<file path="config.mk">
export PLATFORM = sky130hd
export DESIGN_NAME = servant_ram_arb
export DESIGN_NICKNAME = d
export VERILOG_FILES = /design/src/rtl/servant_pkg.sv /design/src/rtl/servant_ram_arb.sv
export SDC_FILE = /design/constraint.sdc
export NUM_CORES = 1
export LEC_CHECK = 0
export ABC_AREA = 1
export BUFFER_PORTS_ARGS = -buffer_cell sky130_fd_sc_hd__clkbuf_2
export CAP_MARGIN = 20
export CORE_AREA = 2 2 120 122
export DETAILED_ROUTE_END_ITERATION = 8
export DIE_AREA = 0 0 122 124
export PLACE_DENSITY = 0.56
export RECOVER_POWER = 25
export SLEW_MARGIN = 10
export SYNTH_ARGS = -nofsm -noshare
export SYNTH_HDL_FRONTEND = slang
export SYNTH_SLANG_ARGS = --single-unit
</file>
<file path="constraint.sdc">
create_clock -name i_clk -period 4.2 [get_ports i_clk]
set_input_delay 0.84 -clock i_clk [delete_from_list [all_inputs] [get_ports i_clk]]
set_output_delay 0.84 -clock i_clk [all_outputs]
set_load 0.03 [all_outputs]
</file>
<file path="src/rtl/servant_pkg.sv">
// Shared definitions for the servant RAM arbiter: state encoding and the
// default transaction timeout.
package servant_pkg;

  localparam logic [1:0] ST_IDLE = 2'd0;
  localparam logic [1:0] ST_GNT0 = 2'd1;
  localparam logic [1:0] ST_GNT1 = 2'd2;

  localparam int DEFAULT_TIMEOUT = 255;

  typedef enum logic [1:0] {
    S_IDLE = ST_IDLE,
    S_GNT0 = ST_GNT0,
    S_GNT1 = ST_GNT1
  } arb_state_t;

endpackage

</file>
<file path="src/rtl/servant_ram_arb.sv">
// Two-master round-robin Wishbone arbiter in front of a shared RAM, with a
// per-transaction ack timeout that completes a stuck access with zero data.
module servant_ram_arb
  import servant_pkg::*;
#(
  parameter int AW      = 32,
  parameter int TIMEOUT = DEFAULT_TIMEOUT
) (
  input  logic          i_clk,
  input  logic          i_rst,
  input  logic [AW-1:0] i_wb_m0_adr,
  input  logic [31:0]   i_wb_m0_dat,
  input  logic [3:0]    i_wb_m0_sel,
  input  logic          i_wb_m0_we,
  input  logic          i_wb_m0_cyc,
  output logic [31:0]   o_wb_m0_rdt,
  output logic          o_wb_m0_ack,
  input  logic [AW-1:0] i_wb_m1_adr,
  input  logic [31:0]   i_wb_m1_dat,
  input  logic [3:0]    i_wb_m1_sel,
  input  logic          i_wb_m1_we,
  input  logic          i_wb_m1_cyc,
  output logic [31:0]   o_wb_m1_rdt,
  output logic          o_wb_m1_ack,
  output logic [AW-1:0] o_wb_s_adr,
  output logic [31:0]   o_wb_s_dat,
  output logic [3:0]    o_wb_s_sel,
  output logic          o_wb_s_we,
  output logic          o_wb_s_cyc,
  input  logic [31:0]   i_wb_s_rdt,
  input  logic          i_wb_s_ack,
  output logic          o_timeout
);

  localparam int CW = $clog2(TIMEOUT + 1);

  arb_state_t    state_reg, state_next;
  logic          last_reg, last_next;
  logic [CW-1:0] cnt_reg, cnt_next;

  logic [AW-1:0] m_adr [2];
  logic [31:0]   m_dat [2];
  logic [3:0]    m_sel [2];
  logic [1:0]    m_we;
  logic [1:0]    m_cyc;
  logic [1:0]    m_ack;

  logic granted;
  logic gnt_idx;
  logic timeout_hit;
  logic resp_ack;
  logic [31:0] resp_rdt;

  assign m_adr[0] = i_wb_m0_adr;
  assign m_adr[1] = i_wb_m1_adr;
  assign m_dat[0] = i_wb_m0_dat;
  assign m_dat[1] = i_wb_m1_dat;
  assign m_sel[0] = i_wb_m0_sel;
  assign m_sel[1] = i_wb_m1_sel;
  assign m_we     = {i_wb_m1_we, i_wb_m0_we};
  assign m_cyc    = {i_wb_m1_cyc, i_wb_m0_cyc};

  assign granted = (state_reg == S_GNT0) || (state_reg == S_GNT1);
  assign gnt_idx = (state_reg == S_GNT1);

  // A real slave ack in the same cycle always beats the timeout.
  assign timeout_hit = granted && m_cyc[gnt_idx] && !i_wb_s_ack &&
                       (cnt_reg == CW'(TIMEOUT));
  assign resp_ack    = granted && (i_wb_s_ack || timeout_hit);
  assign resp_rdt    = timeout_hit ? 32'h0 : i_wb_s_rdt;

  assign o_wb_s_adr = m_adr[gnt_idx];
  assign o_wb_s_dat = m_dat[gnt_idx];
  assign o_wb_s_sel = m_sel[gnt_idx];
  assign o_wb_s_we  = m_we[gnt_idx];
  assign o_wb_s_cyc = granted && m_cyc[gnt_idx] && !timeout_hit;
  assign o_timeout  = timeout_hit;

  for (genvar gi = 0; gi < 2; gi++) begin : g_resp
    assign m_ack[gi] = resp_ack && (gnt_idx == 1'(gi));
  end

  assign o_wb_m0_ack = m_ack[0];
  assign o_wb_m1_ack = m_ack[1];
  assign o_wb_m0_rdt = resp_rdt;
  assign o_wb_m1_rdt = resp_rdt;

  always_comb begin
    state_next = state_reg;
    last_next  = last_reg;
    cnt_next   = cnt_reg;
    case (state_reg)
      S_IDLE: begin
        cnt_next = '0;
        if (m_cyc[0] && m_cyc[1]) begin
          // Contention goes to whoever did not win the last completed grant.
          state_next = last_reg ? S_GNT0 : S_GNT1;
        end else if (m_cyc[0]) begin
          state_next = S_GNT0;
        end else if (m_cyc[1]) begin
          state_next = S_GNT1;
        end
      end
      S_GNT0, S_GNT1: begin
        if (resp_ack) begin
          state_next = S_IDLE;
          last_next  = gnt_idx;
        end else if (!m_cyc[gnt_idx]) begin
          state_next = S_IDLE;
        end else begin
          cnt_next = cnt_reg + CW'(1);
        end
      end
      default: state_next = S_IDLE;
    endcase
  end

  always_ff @(posedge i_clk or posedge i_rst) begin
    if (i_rst) begin
      state_reg <= S_IDLE;
      last_reg  <= 1'b1;
      cnt_reg   <= '0;
    end else begin
      state_reg <= state_next;
      last_reg  <= last_next;
      cnt_reg   <= cnt_next;
    end
  end

endmodule

</file>
* Word level (Yosys, flattened, before mapping)
Cells that the tools add are included.
** Storage, ports and cells
- Logic and storage cells :: 57
- Flip-flop bits (word level) :: 11
** Cells by class
- Reduce and logical (&&, ||, !) cells :: 18
- $add $sub $neg :: 1
- $lt $le $gt $ge :: 2
- Muxes and demuxes :: 24
- Equal/unequal tests :: 7
- Bitwise operators :: 2
** Operator list (number)
- $mux W32 :: 7
- $mux W8 :: 2
- $pmux W8 S2 :: 1
- $mux W2 :: 6
- $mux W4 :: 3
- $add A8 B1 Y8 const B :: 1
- $eq A8 B8 Y1 const B :: 1
- $logic_and A1 B1 Y1 :: 8
- $mux W1 :: 4
- $ne A2 B2 Y1 const B :: 2
- $ne A4 B4 Y1 const B :: 1
- $pmux W2 S2 :: 1
- $reduce_and A2 Y1 :: 2
- $ne A3 B3 Y1 const B :: 1
- $reduce_and A3 Y1 :: 1
- $eq A2 B1 Y1 const B :: 1
- $eq A2 B2 Y1 const B :: 1
- $ge A2 B2 Y1 const B :: 1
- $logic_not A1 Y1 :: 2
- $logic_not A2 Y1 :: 1
- $logic_or A1 B1 Y1 :: 2
- $lt A1 B2 Y1 const B :: 1
- $not A1 Y2 :: 1
- $reduce_bool A2 Y1 :: 1
- 2 further kinds :: 2

* Logic depth before layout (Yosys ltp)
- Depth in word-level cells :: 10
- Depth in mapped cells :: 11

* Worst setup path after synthesis
Ideal clock, no wire load.
- Path type :: input to output
- Start :: in i_wb_m1_cyc
- End :: out o_wb_m1_rdt[22]
- Data arrival time :: 2018 ps
- Stages on the path :: 7
- Setup slack :: 1342 ps
- Buffers on the path :: 2
- Required time :: 3360 ps
- Cells stage by stage :: inv_1 nand2_1 nand3_4 nor3_4 buf_6 nor2_1 buf_4
** Between the ends
- Longest elaborated chain between the ends :: 6
** RTL lines
- start, declared :: RTL line servant_ram_arb.sv:22 : input logic i_wb_m1_cyc,
- $mux W1 (not written as such) (2 in series) :: RTL line servant_ram_arb.sv:67 : assign timeout_hit = granted && m_cyc[gnt_idx] && !i_wb_s_ack &&
- $logic_and A1 B1 Y1 (3 in series) :: RTL line servant_ram_arb.sv:67
- via o_timeout :: RTL line servant_ram_arb.sv:32 : output logic o_timeout
- $mux W32 :: RTL line servant_ram_arb.sv:70 : assign resp_rdt = timeout_hit ? 32'h0 : i_wb_s_rdt;
- end, declared :: RTL line servant_ram_arb.sv:23 : output logic [31:0] o_wb_m1_rdt,
The timed path passes the listed nets, and every way through them passes these cells. The select of a mux whose other input is x is not followed.

* Final worst setup path
- Start :: reg state_reg[0]
- End :: out o_wb_m0_ack
** Between the ends
- Longest elaborated chain between the ends :: 9
- Elaborated cells on any way between the ends :: 12
- Classes of those cells :: 2 x eq/ne; 2 x mux; 1 x bitwise; 7 x reduce/logical
** RTL lines
- start, declared :: RTL line servant_ram_arb.sv:37 : arb_state_t state_reg, state_next;
- start signal, assigned :: RTL line servant_ram_arb.sv:124 : state_reg <= state_next;
- $eq A2 B2 Y1 * :: RTL line servant_ram_arb.sv:64 : assign gnt_idx = (state_reg == S_GNT1);
- via gnt_idx :: RTL line servant_ram_arb.sv:49 : logic gnt_idx;
- $mux W1 (not written as such) (2 in series) :: RTL line servant_ram_arb.sv:67
- $logic_and A1 B1 Y1 (3 in series) :: RTL line servant_ram_arb.sv:67
- $logic_or A1 B1 Y1 :: RTL line servant_ram_arb.sv:69 : assign resp_ack = granted && (i_wb_s_ack || timeout_hit);
- $logic_and A1 B1 Y1 :: RTL line servant_ram_arb.sv:69
- $logic_and A1 B1 Y1 * :: RTL line servant_ram_arb.sv:80 : assign m_ack[gi] = resp_ack && (gnt_idx == 1'(gi));
- end, declared :: RTL line servant_ram_arb.sv:17 : output logic o_wb_m0_ack,
The timed path passes the listed nets; every way through them passes the cells marked *. The select of a mux whose other input is x is not followed.

==> results.cfg <==
[yosys]
netlist.area_leader.share_pct = 43.8
synth_top_family_by_area = simple AND/OR/NAND/NOR gates
synthCells = 433
ys_seq_elements = 11
synth-xor-area-share_pct = 0.828
syn-num-nets = 611
ys_warn_count = 0
synthMuxAreaShare_pct = 0
yosysTopAreaCell = nand2_1
synthTopCellsByArea = nand2_1 44%, dfrtp_1 12%, buf_4 12%
synth_seq_area_share_pct = 13.1
synth_compound_area_share_pct = 1.54
ys_types = 22
synth_adder_area_share_pct = 1.78
syn_area_um2 = 2110
synth_area_per_cell_um2 = 4.88
synth-simple-area-share_pct = 57.9

[clock_network]
clk_latency_ns = 0.24
clock_path_buffers = 2
cts_setup_buffers = 0
clock-sinks = 11
cts_root_buf = clkbuf_16
cts.clk_slew.worst_paths_ns = 0.04
htreeDepth = 1
cts_buffers = 3
cts_tree = built
hold_buffers = 0
cts_resized = 0

[timing]
max_freq_mhz = 287
slew_headroom_pct = 53.6
final-setup-viol-count = 0
hold_slack_ns = 0.501
period_share_pct = 83.0
fin_crit_ns = 3.49
max_slew.worst_pin.slew_ns = 0.697
clock_skew_ns = 0.00122
setup_tns_ns = 0
finalHoldViolCount = 0
final-max-slew-violation-count = 0
rsz0062_at_grt = no

[layout]
diodes = 0
fill_cells = 1639
fin_util_pct = 26.5
syn2layout_area_growth_pct = 72.0
drive_above_1_share_pct = 43.7
nets = 881
largest_reg_flops = 8
final_area_um2 = 3640

[route]
drt-initial-drc-count = 105
route.detailed.drc = 0
routedWlPerCell_um = 10.9
routed_wl_um = 9630
dr.pass1.iters = 6
avgViaCountPerCell = 3.72
antenna_left = 0
vias = 3283

[worst_setup_path]
cp_max_fo = 29
cp-end-kind = output port
cp-start-kind = flop
path_class = reg2out
worstPathArrival_ns = 2.65
crit_required_ns = 3.36

[global_route]
track_usage_pct = 11.0
grt_overflow = 0
grt_pass1_vias = 2834
grt_antenna_before_repair = 0
grt_first_pass_wirelength_um = 13400
grt_max_degree = 72

[place]
place_area_um2 = 3580
place_congestion = 0.743
dp_hpwl_um = 8330
io_buffers = 311

[die]
dieHeight_um = 124
fp.coreArea_um2 = 13700
dieArea_um2 = 15100
io_pins = 312
die_w_um = 122
initial_utilization_pct = 15.4
rows = 43

[power]
ir_worst_vdd_v = 0.000354
power_w = 0.00227
leakage_nw = 2.55
p_per_area_nw_per_um2 = 623

[flow_run]
drv.max_cap_violation_count = 0

[hold_path]
holdCritPathClass = reg2reg

[outcome]
status = complete, no violations
[final cells by class]
class	count	area (µm²)	share of cell area [%]
repair buffers	316	1580	43.4
multi-input cells	323	1300	35.7
flip-flops and latches	11	277	7.60
well taps	180	225	6.19
inverters	48	180	4.95
clock buffers	4	78.8	2.17
[cell usage after synthesis (all sizes together)]
master  count
ha          3
nor2       46
nand4       1
clkbuf     14
o21ai       5
dfrtp      10
xnor2       1
nand3      14
buf        37
inv        48
nand2     249
dfstp       1
nor3        2
xor2        1
o21bai      1
[worst max-delay path, cell delays in order, from the launching register on]
cell and delay (ns):
dfrtp_1 0.38, inv_1 0.09, ha_1 0.17, buf_4 0.30, inv_1 0.12, nand2_2 0.08
nand3_1 0.19, o21ai_0 0.22, nand2_1 0.06, clkbuf_1 0.28, nor2_1 0.18, clkbuf_1 0.32
[worst paths after layout]
check / from / to / slack (ns) / cells past startpoint
worst max-delay path: state_reg[0] / o_wb_m0_ack / 0.71 / 11
worst min-delay path: last_reg / last_reg / 0.50 / 2
worst max register to register: state_reg[0] / cnt_reg[1] / 1.63 / 11
worst min register to register: last_reg / last_reg / 0.50 / 2
max in group asynchronous: i_rst / last_reg / 3.30 / 2
min in group asynchronous: i_rst / cnt_reg[1] / 0.57 / 2
[routing by layer]
| layer | GRT usage [%] | part of all wire (%) |
|---|---|---|
| met5 | 0 | 0 |
| met4 | 2.16 | 0.71 |
| met3 | 1.14 | 8.8 |
| met2 | 20.4 | 50 |
| met1 | 13.8 | 41 |
[power breakdown]
part / leakage, nW / internal (W) / switching, W / total (W)
registers: 0.146 / 0.000131 / 0.0000170 / 0.000148
clock network: 0.0382 / 0.000128 / 0.0000501 / 0.000178
logic: 2.37 / 0.000479 / 0.00146 / 0.00194
[placed cells by master, fill, tap and decap left out, types with 3 or more instances in the layout]
cell and count:
clkbuf_1 17, o21ai_0 5, ha_1 3, buf_4 3, clkbuf_16 3, nand3_1 14, dfrtp_1 10, nand2_1 248
inv_1 48, clkbuf_2 296, nor2_1 45
[kinds of logic after synthesis]
family | after synthesis
XOR/XNOR | 2
AND/OR/NAND/NOR | 312
AO/OA/AOI/OAI | 6
adder cells (fa/ha/maj) | 3
buffers and inverters | 99
flip-flops | 11
[metrics by stage]
stage	setup slack (ns)	std cells
after CTS	0.502	881
after detailed placement	0.767	877
after floorplan	1.34	433
after global routing	0.521	882
final	0.714	882
after global placement	0.810	877
No activity file was read; power rests on OpenSTA's default activity.
